[src/rtl/dac_frame_sequencer.sv]
// dac_frame_sequencer: queues DAC command frames and sequences cs_n/spi_start around an SPI master.
// Define DAC_SEQ_FIFO_EN for a 4-entry request FIFO; otherwise a single holding register is used.
module dac_frame_sequencer #(
  parameter int CS_SETUP = 2,
  parameter int CS_GAP   = 4,
  parameter int TIMEOUT  = 1024
) (
  input  logic        clk,
  input  logic        rst,
  input  logic        req_valid,
  output logic        req_ready,
  input  logic [3:0]  req_cmd,
  input  logic [3:0]  req_addr,
  input  logic [7:0]  req_data,
  output logic        spi_start,
  output logic [15:0] spi_data_in,
  input  logic        spi_busy,
  input  logic        spi_new_data,
  input  logic [15:0] spi_data_out,
  output logic        cs_n,
  output logic        rd_valid,
  output logic [15:0] rd_data,
  output logic        idle,
  output logic        err_timeout
);
  typedef enum logic [2:0] {IDLE, SETUP, START, XFER, GAP} state_t;
  state_t      state_q, state_d;
  logic [15:0] cnt_q, cnt_d;
  logic        cs_n_q, cs_n_d;
  logic [15:0] data_q, data_d;
  logic        rd_valid_q, rd_valid_d;
  logic [15:0] rd_data_q, rd_data_d;
  logic        err_q, err_d;
  logic        en_q;
  logic        push, pop, q_empty, q_full, gap_done, launch;
  logic [15:0] q_head;
  logic [15:0] frame;
  assign frame     = {req_cmd, req_addr, req_data};
  assign req_ready = en_q && !q_full;
  assign push      = req_valid && req_ready;
`ifdef DAC_SEQ_FIFO_EN
  logic [15:0] mem_q [4];
  logic [1:0]  wp_q, rp_q;
  logic [2:0]  occ_q;
  assign q_empty = occ_q == 3'd0;
  assign q_full  = occ_q == 3'd4;
  assign q_head  = mem_q[rp_q];
  always_ff @(posedge clk) begin
    if (!rst) begin
      wp_q  <= '0;
      rp_q  <= '0;
      occ_q <= '0;
    end else begin
      if (push) begin
        mem_q[wp_q] <= frame;
        wp_q        <= wp_q + 2'd1;
      end
      if (pop) rp_q <= rp_q + 2'd1;
      occ_q <= occ_q + 3'(push) - 3'(pop);
    end
  end
`else
  logic [15:0] hold_q;
  logic        hv_q;
  assign q_empty = !hv_q;
  assign q_full  = hv_q;
  assign q_head  = hold_q;
  // ready only when empty, so a push never coincides with a pop
  always_ff @(posedge clk) begin
    if (!rst) begin
      hv_q   <= 1'b0;
      hold_q <= '0;
    end else if (push) begin
      hv_q   <= 1'b1;
      hold_q <= frame;
    end else if (pop) begin
      hv_q <= 1'b0;
    end
  end
`endif
  assign gap_done = state_q == GAP && cnt_q == 16'(CS_GAP - 1);
  assign launch   = (state_q == IDLE || gap_done) && !q_empty;
  always_comb begin
    state_d    = state_q;
    cnt_d      = cnt_q;
    cs_n_d     = cs_n_q;
    data_d     = data_q;
    rd_valid_d = 1'b0;
    rd_data_d  = rd_data_q;
    err_d      = err_q;
    pop        = 1'b0;
    spi_start  = 1'b0;
    case (state_q)
      SETUP: begin
        state_d = cnt_q == 16'(CS_SETUP - 1) ? START : SETUP;
        cnt_d   = cnt_q + 16'd1;
      end
      START: begin
        spi_start = !spi_busy;
        state_d   = spi_busy ? START : XFER;
        cnt_d     = '0;
      end
      XFER: begin
        cnt_d = cnt_q + 16'd1;
        if (spi_new_data) begin
          rd_data_d  = spi_data_out;
          rd_valid_d = 1'b1;
          cs_n_d     = 1'b1;
          cnt_d      = '0;
          state_d    = GAP;
        end else if (cnt_q == 16'(TIMEOUT - 1)) begin
          err_d   = 1'b1;
          cs_n_d  = 1'b1;
          cnt_d   = '0;
          state_d = GAP;
        end
      end
      GAP: begin
        cnt_d   = cnt_q + 16'd1;
        state_d = gap_done ? IDLE : GAP;
      end
      default: state_d = IDLE;
    endcase
    // the last GAP cycle launches directly so cs_n stays high exactly CS_GAP cycles
    if (launch) begin
      pop     = 1'b1;
      data_d  = q_head;
      cs_n_d  = 1'b0;
      cnt_d   = '0;
      state_d = SETUP;
    end
  end
  always_ff @(posedge clk) begin
    if (!rst) begin
      state_q    <= IDLE;
      cnt_q      <= '0;
      cs_n_q     <= 1'b1;
      data_q     <= '0;
      rd_valid_q <= 1'b0;
      rd_data_q  <= '0;
      err_q      <= 1'b0;
      en_q       <= 1'b0;
    end else begin
      state_q    <= state_d;
      cnt_q      <= cnt_d;
      cs_n_q     <= cs_n_d;
      data_q     <= data_d;
      rd_valid_q <= rd_valid_d;
      rd_data_q  <= rd_data_d;
      err_q      <= err_d;
      en_q       <= 1'b1;
    end
  end
  assign spi_data_in = data_q;
  assign cs_n        = cs_n_q;
  assign rd_valid    = rd_valid_q;
  assign rd_data     = rd_data_q;
  assign err_timeout = err_q;
  assign idle        = state_q == IDLE && q_empty;
endmodule

[config.mk]
export PLATFORM = sky130hd
export DESIGN_NAME = dac_frame_sequencer
export DESIGN_NICKNAME = d
export VERILOG_FILES = /design/src/rtl/dac_frame_sequencer.sv
export SDC_FILE = /design/constraint.sdc
export NUM_CORES = 1
export LEC_CHECK = 0
export ABC_AREA = 1
export BUFFER_PORTS_ARGS = -buffer_cell sky130_fd_sc_hd__buf_2
export CAP_MARGIN = 20
export CORE_MARGIN = 4
export CORE_UTILIZATION = 25
export DETAILED_ROUTE_END_ITERATION = 16
export PLACE_DENSITY = 0.48
export RECOVER_POWER = 50
export SYNTH_ARGS = -nofsm -noshare
export SYNTH_HDL_FRONTEND = slang
export SYNTH_SLANG_ARGS = --single-unit
[constraint.sdc]
create_clock -name clk -period 1.32 [get_ports clk]
set_input_delay 0.066 -clock clk [delete_from_list [all_inputs] [get_ports clk]]
set_output_delay 0.066 -clock clk [all_outputs]
set_load 0.01 [all_outputs]
==> key figures, run 1 <==
Finish
  • Fill cell count: roughly 1400
  • Most frequent cells in the layout: 87 x nand2_1, 58 x dfxtp_1, 52 x buf_4, 43 x inv_1, 39 x nor2_1
  • Antenna cells: 0
  • Area Growth Syn to Fin: 52.4%
  • Commonest non-fill, non-tap cell in the layout: nand2_1
  • Layout cell share with drive strength beyond 1: between 30% and 40%
  • Fin nets: 632

Worst setup path
  • CP delay by family, top: simple AND/OR/NAND/NOR gates
  • Slowest stage delay, CP: 0.33 ns
  • CP max-delay cell: dfxtp_2
  • CP Class: flip-flop to flip-flop
  • Crit path required time: 1.54 ns
  • Critical Path AT: roughly 1.6 ns
  • Worst Setup End Kind: flip-flop
  • Crit path launch type: flip-flop
  • CP bufs+invs: 3
  • Crit-path cells: ha_4 -> buf_6 -> nand2_4 -> nor2_4 -> nand2_2 -> nand2_4 -> nand3_4 -> buf_12 -> clkinv_8 -> nor2_2 -> nor2_2
  • CP max FO: 8

Place
  • # port buffers: 74
  • DP HPWL: 6680 um
  • GPL Wtd Cong: just over 0.8

STA
  • Max transition margin: about 18%
  • Worst Clk Skew: 0.00512 ns
  • Unrepaired setup endpoints after global routing: yes
  • Final Hold Violating Endpoints: 0
  • Fmax: approximately 700 MHz
  • Final Critical Period: approximately 1.4 ns
  • Final count of pins violating max slew: 0
  • Hold_ws: 0.00700 ns
  • Final period util: 108%
  • Setup Viol. Count Final: 36
  • Worst-margin pin slew: ~1.2 ns
  • Final worst slack: -0.102 ns

GRT
  • GR Overflow Total: 0
  • GR Util All Layers: 12.3%
  • Number of global-route vias before repair: roughly 3100
  • Largest net degree at the start of global routing: 34
  • Met3 Use GR: 2.69%
  • Initial antenna violation count: 0
  • GR Util met2: 19.4%
  • GR peak layer: met2
  • First-pass GRT wire length: around 15000 um
  • Met1 GRT Util: 16.4%

Routing
  • DR WL/cell: roughly 12 um
  • Final WL: 9450 um
  • DR vias: approximately 3300
  • First drt pass iteration count: 4
  • Vias per cell: approximately 4.3
  • Drt drc: 0
  • Antenna viol nets, final: 0
  • DR iter-0 viols: between 150 and 200

CTS
  • Worst-path clk slew: approximately 0.060 ns
  • CTS Root Cell: clkbuf_16
  • CTS tree: yes
  • Clock buffer count from CTS: 9
  • CTS Sinks: 72
  • CTS H-tree lvls: 3
  • Clk_lat worst skew: between 0.3 and 0.4 ns
  • Maximum clock path buffer count: 2

Power and ir drop
  • VDD IR max: ~630 uV
  • Net Sw Frac: about a quarter
  • Clock share of power: about half
  • Seq pwr share: about two fifths
  • Pwr dens: about 1100 nW/um^2
  • Pint: roughly 4.2 mW
  • Total power: around 5.5 mW
  • Leak: ~2.1 nW
  • Sw power: around 1.3 mW
  • Part of the power in combinational logic: between 10% and 20%

Yosys
  • Yosys warns: 0
  • Yosys top cell area share: about 44%
  • Ys async rst share: 0%
  • Number of synthesized flops with an enable pin: 0
  • Synth unique cells: 29
  • Register area share after synthesis: between 40 and 50%
  • Syn nets: between 400 and 500
  • Syn Inst Count: 458
  • Syn Area/Cell: a little over 7 um^2
  • Synth Cell Area: ~3300 um^2
  • Yosys top cell by area: dfxtp_1
  • Ys flop type: dfxtp_1
  • Flops & latches, synth: between 70 and 80
  • Top post-synthesis cells by area: dfxtp_1 44%, nand2_1 12%, a21oi_1 6.8%, nor2_1 6.2%, inv_1 5.4%

Floorplan
  • Ports: 75
  • Starting density of the core: 25.7%
  • Die H: about 120 um
  • Die width: approximately 120 um
  • Core box area: between 10000 and 15000 um^2
  • Die area: between 10000 and 15000 um^2
  • FP Rows: just over 40

Outcome
  • Status: complete, but fails checks
  • Failing checks: setup timing

Hold path
  • Hold Crit Class: primary input to flip-flop

Flow run
  • Max-Cap Viols: 0
## final timing paths
path,from,slack (ns),endpoint,cells past startpoint
setup reg to reg,cnt_q[0],-0.10,spi_data_in[8],11
setup / recovery,cnt_q[0],-0.10,spi_data_in[8],11
hold / removal,spi_data_out[3],0.007,rd_data[3],3
hold reg to reg,hold_q[1],0.46,hold_q[1],2
## timing repair
action | 4_1_cts | 5_1_grt
hold buffers | 2 | 0
setup buffers | 2 | 4
endpoints found under the setup margin | 57 | 57
pin swaps | 12 | 14
gates cloned | 0 | 3
hold endpoints to repair | 2 | 0
gates resized for setup | 35 | 69
## cell type report
type	count	area [um^2]	share of cell area [%]
multi-input combinational	319	1830	36.8
sequential	72	1460	29.4
clock inverter	6	91.3	1.84
tap	172	215	4.33
inverter	49	199	4.00
clock buffer	10	239	4.81
timing repair inverter	1	16.3	0.327
timing repair buffer	141	920	18.5
## power groups by stage
stage	Sequential (mW)	Combinational [mW]	Clock (mW)
final	2.29	0.587	2.67
after global routing	2.29	0.649	2.82
after CTS	2.28	0.530	2.73
after detailed placement	2.33	0.506	0
after global placement	2.33	0.503	0
after floorplan	2.35	0.275	0
## per-stage QoR
step	setup slack [ns]	TNS [ns]	utilization (%)	area [um^2]	instances
after floorplan	-0.0164	-0.167	-	3280	458
after global placement	-0.171	-5.91	33.2	4210	743
after detailed placement	-0.172	-6.51	33.2	4210	743
after CTS	-0.122	-3.38	37.0	4690	763
after global routing	-0.187	-7.00	39.2	4970	770
final	-0.102	-2.86	39.2	4970	770
## per-layer routing
layer	vias to the layer above	share of wire, %
li1	1747	-
met1	1500	48
met3	12	4.7
met4	0	1.9
met2	69	45
met5	-	0
## worst min-delay path, stage by stage
cell and delay, ns:
buf_2 0.09, nand3_1 0.07, a21oi_1 0.06
## cells in the mapped netlist, drive strengths merged (2+ instances only)
| cell | number |
|---|---|
| nand2 | 107 |
| nor2 | 78 |
| dfxtp | 72 |
| inv | 48 |
| a21oi | 44 |
| nand3 | 27 |
| o21ai | 20 |
| nand4 | 19 |
| clkbuf | 11 |
| buf | 9 |
| nor3 | 8 |
| nand3b | 3 |
| o21bai | 3 |
| xor2 | 3 |
| ha | 2 |
## kinds of logic (layout without fill, tap and decap cells)
logic type	count (synthesis)	count (layout)	share of synthesized area, %
buffers and inverters	69	207	9.14
AOI/OAI and AO/OA	69	69	10.9
DFF	72	72	44.2
xor gates and xnor gates	3	3	0.806
adders and majority gates	2	2	0.768
and+or+nand+nor	243	245	34.1
## flip-flops by register name (all words and copies together), names as in the netlist
name	flops
rd_valid	1
cs_n	1
hv_q	1
rd_data	16
spi_data_in	16
state_q	3
err_timeout	1
hold_q	16
cnt_q	16
en_q	1
Note: power is estimated with default switching activity, not from simulation.
==> inputs of run 2 (changes only) <==
--- a/config.mk
+++ b/config.mk
@@ -5,7 +5,6 @@
 export SDC_FILE = /design/constraint.sdc
 export NUM_CORES = 1
 export LEC_CHECK = 0
-export ABC_AREA = 1
 export BUFFER_PORTS_ARGS = -buffer_cell sky130_fd_sc_hd__buf_2
 export CAP_MARGIN = 20
 export CORE_MARGIN = 4
==> run 2 against run 1 <==
The run still ends with setup timing left. Synthesized area down 6.7%. Clock skew hardly changed. Clock power is 12% lower. Final area increased by 1.1%. Power is 7.8% lower. Global-route usage increased by 1.4 points. Sequential cell count unchanged. Maximum frequency is 30% lower. Final cell count shrank 10%. Combinational power is 9.2% lower. First-iteration DRC count decreased by 34%.
==> key figures, run 2 <==
STA
  • Final period util: 154% (was 108%)
  • Worst-margin pin slew: 0.596 ns (was 1.23 ns)
  • Setup TNS: -19.63 ns (was -2.86 ns)
  • Setup Viol. Count Final: 40 (was 36)
  • Final worst slack: -0.710 ns (was -0.102 ns)
  • Unrepaired setup endpoints after global routing: yes (unchanged)
  • Final Hold Violating Endpoints: 0 (unchanged)
  • Final Critical Period: 2.03 ns (was 1.42 ns)
  • Max transition margin: 60.2% (was 17.8%)
  • Worst Clk Skew: 0.00478 ns (was 0.00512 ns)
  • Final count of pins violating max slew: 0 (unchanged)
  • Fmax: 493 MHz (was 703 MHz)

Worst setup path
  • Slowest stage delay, CP: 0.59 ns (was 0.33 ns)
  • CP max FO: 5 (was 8)
  • Crit-path cells: or4_4 -> or4_4 -> buf_4 -> nand2_4 -> buf_4 -> nand2_1 -> nor2_1 (was ha_4 -> buf_6 -> nand2_4 -> nor2_4 -> nand2_2 -> nand2_4 -> nand3_4 -> buf_12 -> clkinv_8 -> nor2_2 -> nor2_2)
  • CP max-delay cell: or4_4 (was dfxtp_2)
  • Crit path required time: 1.59 ns (was 1.54 ns)
  • CP Class: flip-flop to flip-flop (unchanged)
  • Worst Setup End Kind: flip-flop (unchanged)
  • Crit path launch type: flip-flop (unchanged)
  • Worst reg2reg startpoint: cnt_q[12] (was cnt_q[0])
  • Critical Path AT: 2.30 ns (was 1.64 ns)
  • Critical path origin: cnt_q[12] (was cnt_q[0])

Yosys
  • Syn Area/Cell: 8.27 um^2 (was 7.12 um^2)
  • Top post-synthesis cells by area: dfxtp_1 47%, nand2_1 9.9%, a21oi_1 6.9%, mux2i_1 5.6%, nor2_1 4.2% (was dfxtp_1 44%, nand2_1 12%, a21oi_1 6.8%, nor2_1 6.2%, inv_1 5.4%)
  • Most common cell in the netlist: nand2_1 (unchanged)
  • Synth cell count leaders: 80 x nand2_1, 72 x dfxtp_1, 42 x a21oi_1 (was 102 x nand2_1, 72 x dfxtp_1, 54 x nor2_1)
  • Synth Cell Area: 3040 um^2 (was 3260 um^2)
  • Syn Inst Count: 368 (was 458)
  • Yosys top cell area share: 47.4% (was 44.2%)
  • Number of synthesized flops with an enable pin: 0 (unchanged)
  • Ys flop type: dfxtp_1 (unchanged)
  • Yosys warns: 0 (unchanged)
  • Register area share after synthesis: 47.4% (was 44.2%)
  • Yosys top cell by area: dfxtp_1 (unchanged)
  • Syn nets: 407 (was 497)
  • Flops & latches, synth: 72 (unchanged)
  • Ys async rst share: 0% (unchanged)
  • Synth unique cells: 49 (was 29)

Flow run
  • Max-Cap Viols: 0 (unchanged)

GRT
  • GR Util met2: 22.0% (was 19.4%)
  • Largest net degree at the start of global routing: 53 (was 34)
  • Number of global-route vias before repair: 3178 (was 3065)
  • Met1 GRT Util: 17.6% (was 16.4%)
  • Initial antenna violation count: 0 (unchanged)
  • GR Util All Layers: 13.7% (was 12.3%)
  • Met3 Use GR: 2.78% (was 2.69%)
  • GR peak layer: met2 (unchanged)
  • First-pass GRT wire length: 15800 um (was 14700 um)
  • GR Overflow Total: 0 (unchanged)

Power and ir drop
  • VDD IR max: 575 uV (was 626 uV)
  • Leak: 2.04 nW (was 2.07 nW)
  • Clock share of power: 45.9% (was 48.2%)
  • Net Sw Frac: 25.5% (was 24.1%)
  • Sw power: 1.30 mW (was 1.33 mW)
  • Pint: 3.81 mW (was 4.21 mW)
  • Part of the power in combinational logic: 10.4% (was 10.6%)
  • Pwr dens: 1020 nW/um^2 (was 1120 nW/um^2)
  • Seq pwr share: 43.7% (was 41.2%)

Finish
  • Layout cell share with drive strength beyond 1: 35.2% (was 37.1%)
  • Commonest non-fill, non-tap cell in the layout: nand2_1 (unchanged)
  • FF+latch area: 1460 um^2 (about the same)
  • Fill cell count: 1179 (was 1385)
  • Most frequent cells in the layout: 79 x nand2_1, 59 x buf_4, 58 x dfxtp_1, 48 x buf_2, 33 x a21oi_1 (was 87 x nand2_1, 58 x dfxtp_1, 52 x buf_4, 43 x inv_1, 39 x nor2_1)
  • Design area: 5020 um^2 (was 4970 um^2)
  • Area Growth Syn to Fin: 65.2% (was 52.4%)
  • Fin nets: 580 (was 632)
  • Multi-input logic area: 1750 um^2 (was 1830 um^2)
  • Antenna cells: 0 (unchanged)

Routing
  • Final WL: 9440 um (was 9450 um)
  • First drt pass iteration count: 6 (was 4)
  • DR WL/cell: 13.6 um (was 12.3 um)
  • Antenna viol nets, final: 0 (unchanged)
  • DR iter-0 viols: 118 (was 178)
  • Vias per cell: 4.65 (was 4.32)
  • DR vias: 3224 (was 3328)
  • Drt drc: 0 (unchanged)

Place
  • Placed Area: 4060 um^2 (was 4210 um^2)
  • # port buffers: 74 (unchanged)
  • GPL Wtd Cong: 0.763 (was 0.816)
  • DP HPWL: 6370 um (was 6680 um)

Floorplan
  • Ports: 75 (unchanged)
  • FP Rows: 40 (was 41)
  • Starting density of the core: 25.4% (was 25.7%)
  • Die width: 118 um (was 122 um)
  • Die area: 14000 um^2 (was 14900 um^2)
  • Core box area: 12000 um^2 (was 12700 um^2)
  • Die H: 118 um (was 122 um)

CTS
  • CTS tree: yes (unchanged)
  • Worst-path clk slew: 0.06 ns (about the same)
  • CTS H-tree lvls: 3 (unchanged)
  • Maximum clock path buffer count: 2 (unchanged)
  • CTS Sinks: 72 (unchanged)
  • CTS Root Cell: clkbuf_16 (unchanged)
  • Clock buffer count from CTS: 9 (unchanged)
  • Clk_lat worst skew: 0.33 ns (about the same)

Hold path
  • Worst hold path startpoint: rst (was spi_data_out[3])
  • Hold Crit Class: primary input to flip-flop (unchanged)

Outcome
  • Failing checks: setup timing (unchanged)
  • Status: complete, but fails checks (unchanged)
[run 2: cell count changes in the layout (fill, tap and decap cells not counted), sizes merged, moves of 14 or more]
cell and delta:
nand4 -15, inv -39, buf +18, nor2 -44, dlygate4sd3 +30, mux2i +17
nand3 -14, nand2 -27
[run 2: final timing paths]
kind              cells after the start         end  slack, ns
hold reg to reg                       2  rd_data[8]       0.45
setup / recovery                      7  state_q[2]      -0.71
setup reg to reg                      7  state_q[2]      -0.71
hold / removal                        1        en_q       0.03
[run 2: stage by stage]
| step | instances | power, mW | utilization [%] | worst slack [ns] | hold slack (ns) |
|---|---|---|---|---|---|
| after global placement | 632 | 2.66 | 33.9 | -0.752 | 0.307 |
| final | 693 | 5.11 | 42.0 | -0.710 | 0.0287 |
| after CTS | 689 | 5.15 | 41.2 | -0.705 | 0.0124 |
| after global routing | 693 | 5.31 | 42.0 | -0.783 | 0.0196 |
| after detailed placement | 632 | 2.66 | 33.9 | -0.765 | 0.305 |
| after floorplan | 368 | 2.48 | - | -0.635 | 0.0937 |
[run 2: worst max-delay path: cells and delay by family (launching register included)]
family	cells	cell delay, ns
buffers and inverters	2	0.29
AND/OR/NAND/NOR	5	1.35
flip-flops	1	0.32
[run 2: repair_timing]
| action | CTS | global route |
|---|---|---|
| hold endpoints to repair | 32 | 0 |
| hold buffers | 32 | 0 |
| setup buffers | 7 | 4 |
| resized for setup | 33 | 29 |
| pin swaps | 11 | 9 |
| setup endpoints to repair | 56 | 70 |
| gates cloned | 2 | 0 |
[run 2: per-layer routing]
| metal | vias up | part of all wire [%] |
|---|---|---|
| li1 | 1635 | - |
| met1 | 1511 | 47 |
| met2 | 62 | 47 |
| met3 | 16 | 3.9 |
| met4 | 0 | 2.3 |
| met5 | - | 0 |
[run 2: cell families (layout without fill, tap and decap cells)]
family	Yosys count	after routing	share of synthesized area [%]
mux	17	17	5.59
simple gates	169	170	25.6
flops	72	72	47.4
compound gates	81	81	16.4
xor+xnor	3	3	0.864
buf+inv	24	201	3.33
fa+ha+maj	2	2	0.823
[run 2: layout make-up]
type | instances | area share (%)
clock inverters | 7 | 1.22
inverters | 5 | 0.374
flip-flops and latches | 72 | 29.1
well taps | 147 | 3.66
multi-input cells | 273 | 34.8
repair buffers | 180 | 26.4
clock buffers | 9 | 4.48
[run 2: power by group through the flow]
stage	combinational, mW	clock (mW)	sequential (mW)
final	0.533	2.34	2.23
after CTS	0.513	2.40	2.23
after floorplan	0.196	0	2.28
after detailed placement	0.379	0	2.28
after global routing	0.580	2.49	2.24
after global placement	0.378	0	2.28
==> inputs of run 3 (changes only) <==
--- a/config.mk
+++ b/config.mk
@@ -7,7 +7,6 @@
 export LEC_CHECK = 0
 export BUFFER_PORTS_ARGS = -buffer_cell sky130_fd_sc_hd__buf_2
 export CAP_MARGIN = 20
-export CORE_MARGIN = 4
 export CORE_UTILIZATION = 25
 export DETAILED_ROUTE_END_ITERATION = 16
 export PLACE_DENSITY = 0.48
==> run 3 against run 2 <==
The run ends with DRC, setup timing left. Sequential power hardly changed. Final area is 2.2% higher. Via count is 1.3% higher. Die area is 9.9% lower. Clock power is 4% lower. Sequential share of layout area is 0.62 points lower. Global-route usage is 1.7 points higher. Sequential cell count stayed put. Combinational power is 4% higher. Critical path type unchanged.
==> key figures, run 3 (same netlist as run 2, synthesis figures left out) <==
Worst setup path
  • Crit-path cells: or4bb_1 -> or4_4 -> a21o_4 -> a31oi_4 -> a21oi_2 (was or4_4 -> or4_4 -> buf_4 -> nand2_4 -> buf_4 -> nand2_1 -> nor2_1)
  • Worst Setup End Kind: flip-flop (unchanged)
  • Reg2reg setup slack: -0.67 ns (was -0.71 ns)
  • CP max-delay cell: or4_4 (unchanged)
  • CP max FO: 7 (was 5)
  • Slowest stage delay, CP: 0.59 ns (about the same)
  • Critical Path AT: 2.21 ns (was 2.30 ns)
  • Crit path launch type: flip-flop (unchanged)
  • CP delay by family, top: simple AND/OR/NAND/NOR gates (unchanged)
  • CP Class: flip-flop to flip-flop (unchanged)
  • Crit path required time: 1.53 ns (was 1.59 ns)
  • CP bufs+invs: 0 (was 2)

Place
  • # port buffers: 74 (unchanged)
  • GPL Wtd Cong: 0.811 (was 0.763)
  • Pre-CTS WS: -0.738 ns (was -0.765 ns)
  • Placed Area: 4110 um^2 (was 4060 um^2)
  • DP HPWL: 6110 um (was 6370 um)
  • Placed insts: 631 (was 632)

STA
  • Final count of pins violating max slew: 0 (unchanged)
  • Max transition margin: 77.1% (was 60.2%)
  • Fmax: 501 MHz (was 493 MHz)
  • Worst-margin pin slew: 0.341 ns (was 0.596 ns)
  • Final Hold Violating Endpoints: 0 (unchanged)
  • Final Critical Period: 1.99 ns (was 2.03 ns)
  • Setup Viol. Count Final: 39 (was 40)
  • Final worst slack: -0.675 ns (was -0.710 ns)
  • Setup TNS: -19.05 ns (was -19.63 ns)
  • Worst Clk Skew: 0.00804 ns (was 0.00478 ns)
  • Final period util: 151% (was 154%)
  • Unrepaired setup endpoints after global routing: yes (unchanged)

CTS
  • CTS Root Cell: clkbuf_16 (unchanged)
  • Maximum clock path buffer count: 2 (unchanged)
  • Clk_lat worst skew: 0.33 ns (about the same)
  • Clock buffer count from CTS: 9 (unchanged)
  • Worst-path clk slew: 0.06 ns (about the same)
  • CTS H-tree lvls: 3 (unchanged)
  • CTS Sinks: 72 (unchanged)
  • CTS tree: yes (unchanged)

GRT
  • GR Overflow Total: 0 (unchanged)
  • GR Util All Layers: 15.4% (was 13.7%)
  • Number of global-route vias before repair: 3043 (was 3178)
  • First-pass GRT wire length: 15200 um (was 15800 um)
  • Initial antenna violation count: 0 (unchanged)
  • Largest net degree at the start of global routing: 53 (unchanged)

Routing
  • Final WL: 9670 um (was 9440 um)
  • DR vias: 3266 (was 3224)
  • Antenna viol nets, final: 0 (unchanged)
  • First drt pass iteration count: 10 (was 6)
  • DR iter-0 viols: 138 (was 118)
  • Vias per cell: 4.67 (was 4.65)
  • Drt drc: 1 (was 0)
  • DR WL/cell: 13.8 um (was 13.6 um)

Finish
  • Commonest non-fill, non-tap cell in the layout: nand2_1 (unchanged)
  • Fin nets: 590 (was 580)
  • Final Instance Count excl. Fillers: 699 (was 693)
  • Antenna cells: 0 (unchanged)
  • Area Growth Syn to Fin: 68.8% (was 65.2%)
  • Post-layout util: 44.2% (was 42.0%)
  • Layout cell share with drive strength beyond 1: 32.6% (was 35.2%)
  • Most frequent cells in the layout: 79 x nand2_1, 60 x dfxtp_1, 60 x buf_4, 40 x buf_2, 39 x a21oi_1 (was 79 x nand2_1, 59 x buf_4, 58 x dfxtp_1, 48 x buf_2, 33 x a21oi_1)
  • Design area: 5130 um^2 (was 5020 um^2)

Floorplan
  • Die area: 12600 um^2 (was 14000 um^2)
  • FP Rows: 39 (was 40)
  • Die width: 112 um (was 118 um)
  • Core box area: 11600 um^2 (was 12000 um^2)
  • Ports: 75 (unchanged)
  • Starting density of the core: 26.2% (was 25.4%)
  • Die H: 112 um (was 118 um)

Power and ir drop
  • Pwr dens: 979 nW/um^2 (was 1020 nW/um^2)
  • Leak: 2.08 nW (was 2.04 nW)
  • VDD IR max: 723 uV (was 575 uV)

Outcome
  • Status: complete, but fails checks (unchanged)
  • Failing checks: DRC, setup timing (was setup timing)

Hold path
  • Hold Crit Class: primary input to flip-flop (unchanged)

Flow run
  • Max-Cap Viols: 0 (unchanged)
## run 3: cell types whose count changed in the layout (fill, tap and decap cells not counted), sizes merged
cell,delta
buf,+1
clkbuf,+12
inv,-5
clkinvlp,-1
clkinv,+3
## run 3: where the power goes
group / switching, mW / internal, mW / leakage (nW) / total [mW]
clock network: 0.910 / 1.33 / 0.133 / 2.24
logic: 0.253 / 0.299 / 1.36 / 0.552
registers: 0.0240 / 2.21 / 0.589 / 2.23
## run 3: layout make-up
| type | instances | area, um^2 |
|---|---|---|
| multi-input cells | 273 | 1710 |
| flip-flops and latches | 72 | 1460 |
| inverters | 5 | 18.8 |
| clock buffers | 12 | 246 |
| clock inverters | 4 | 30.0 |
| well taps | 143 | 179 |
| repair buffers | 190 | 1490 |
| fillers | 1163 | 6480 |
## run 3: path summary, 6_finish.rpt
check,to,start,cells past startpoint
setup / recovery,cnt_q[6],cnt_q[15],5
hold reg to reg,hold_q[7],hold_q[7],2
setup reg to reg,cnt_q[6],cnt_q[15],5
hold / removal,en_q,rst,1
## run 3: metrics by stage
stage	hold slack, ns	total power [mW]
after CTS	0.0156	5.07
after floorplan	0.0937	2.48
after global routing	0.0183	5.24
after detailed placement	0.287	2.69
final	0.0307	5.02
after global placement	0.286	2.68
## run 3: worst reg2reg max path, cell delays in order (launching register included)
cell and delay [ns]:
dfxtp_1 0.31, or4bb_1 0.50, or4_4 0.59, a21o_4 0.26, a31oi_4 0.16, a21oi_2 0.06
## run 3: what timing repair did
action                     CTS  global route
pin swaps                   10            20
setup endpoints to repair   56            60
resized for setup           37            25
hold buffers                32             0
gates cloned                 3             2
hold endpoints to repair    32             0
buffers inserted            10             8
## run 3: metal layers
layer | up-vias | track usage [%] | wire, um
met5 | - | 0 | 0
met4 | 0 | 5.87 | 113
met3 | 6 | 3.56 | 418
met2 | 77 | 25.6 | 4780
met1 | 1527 | 19.4 | 4350
li1 | 1656 | - | -
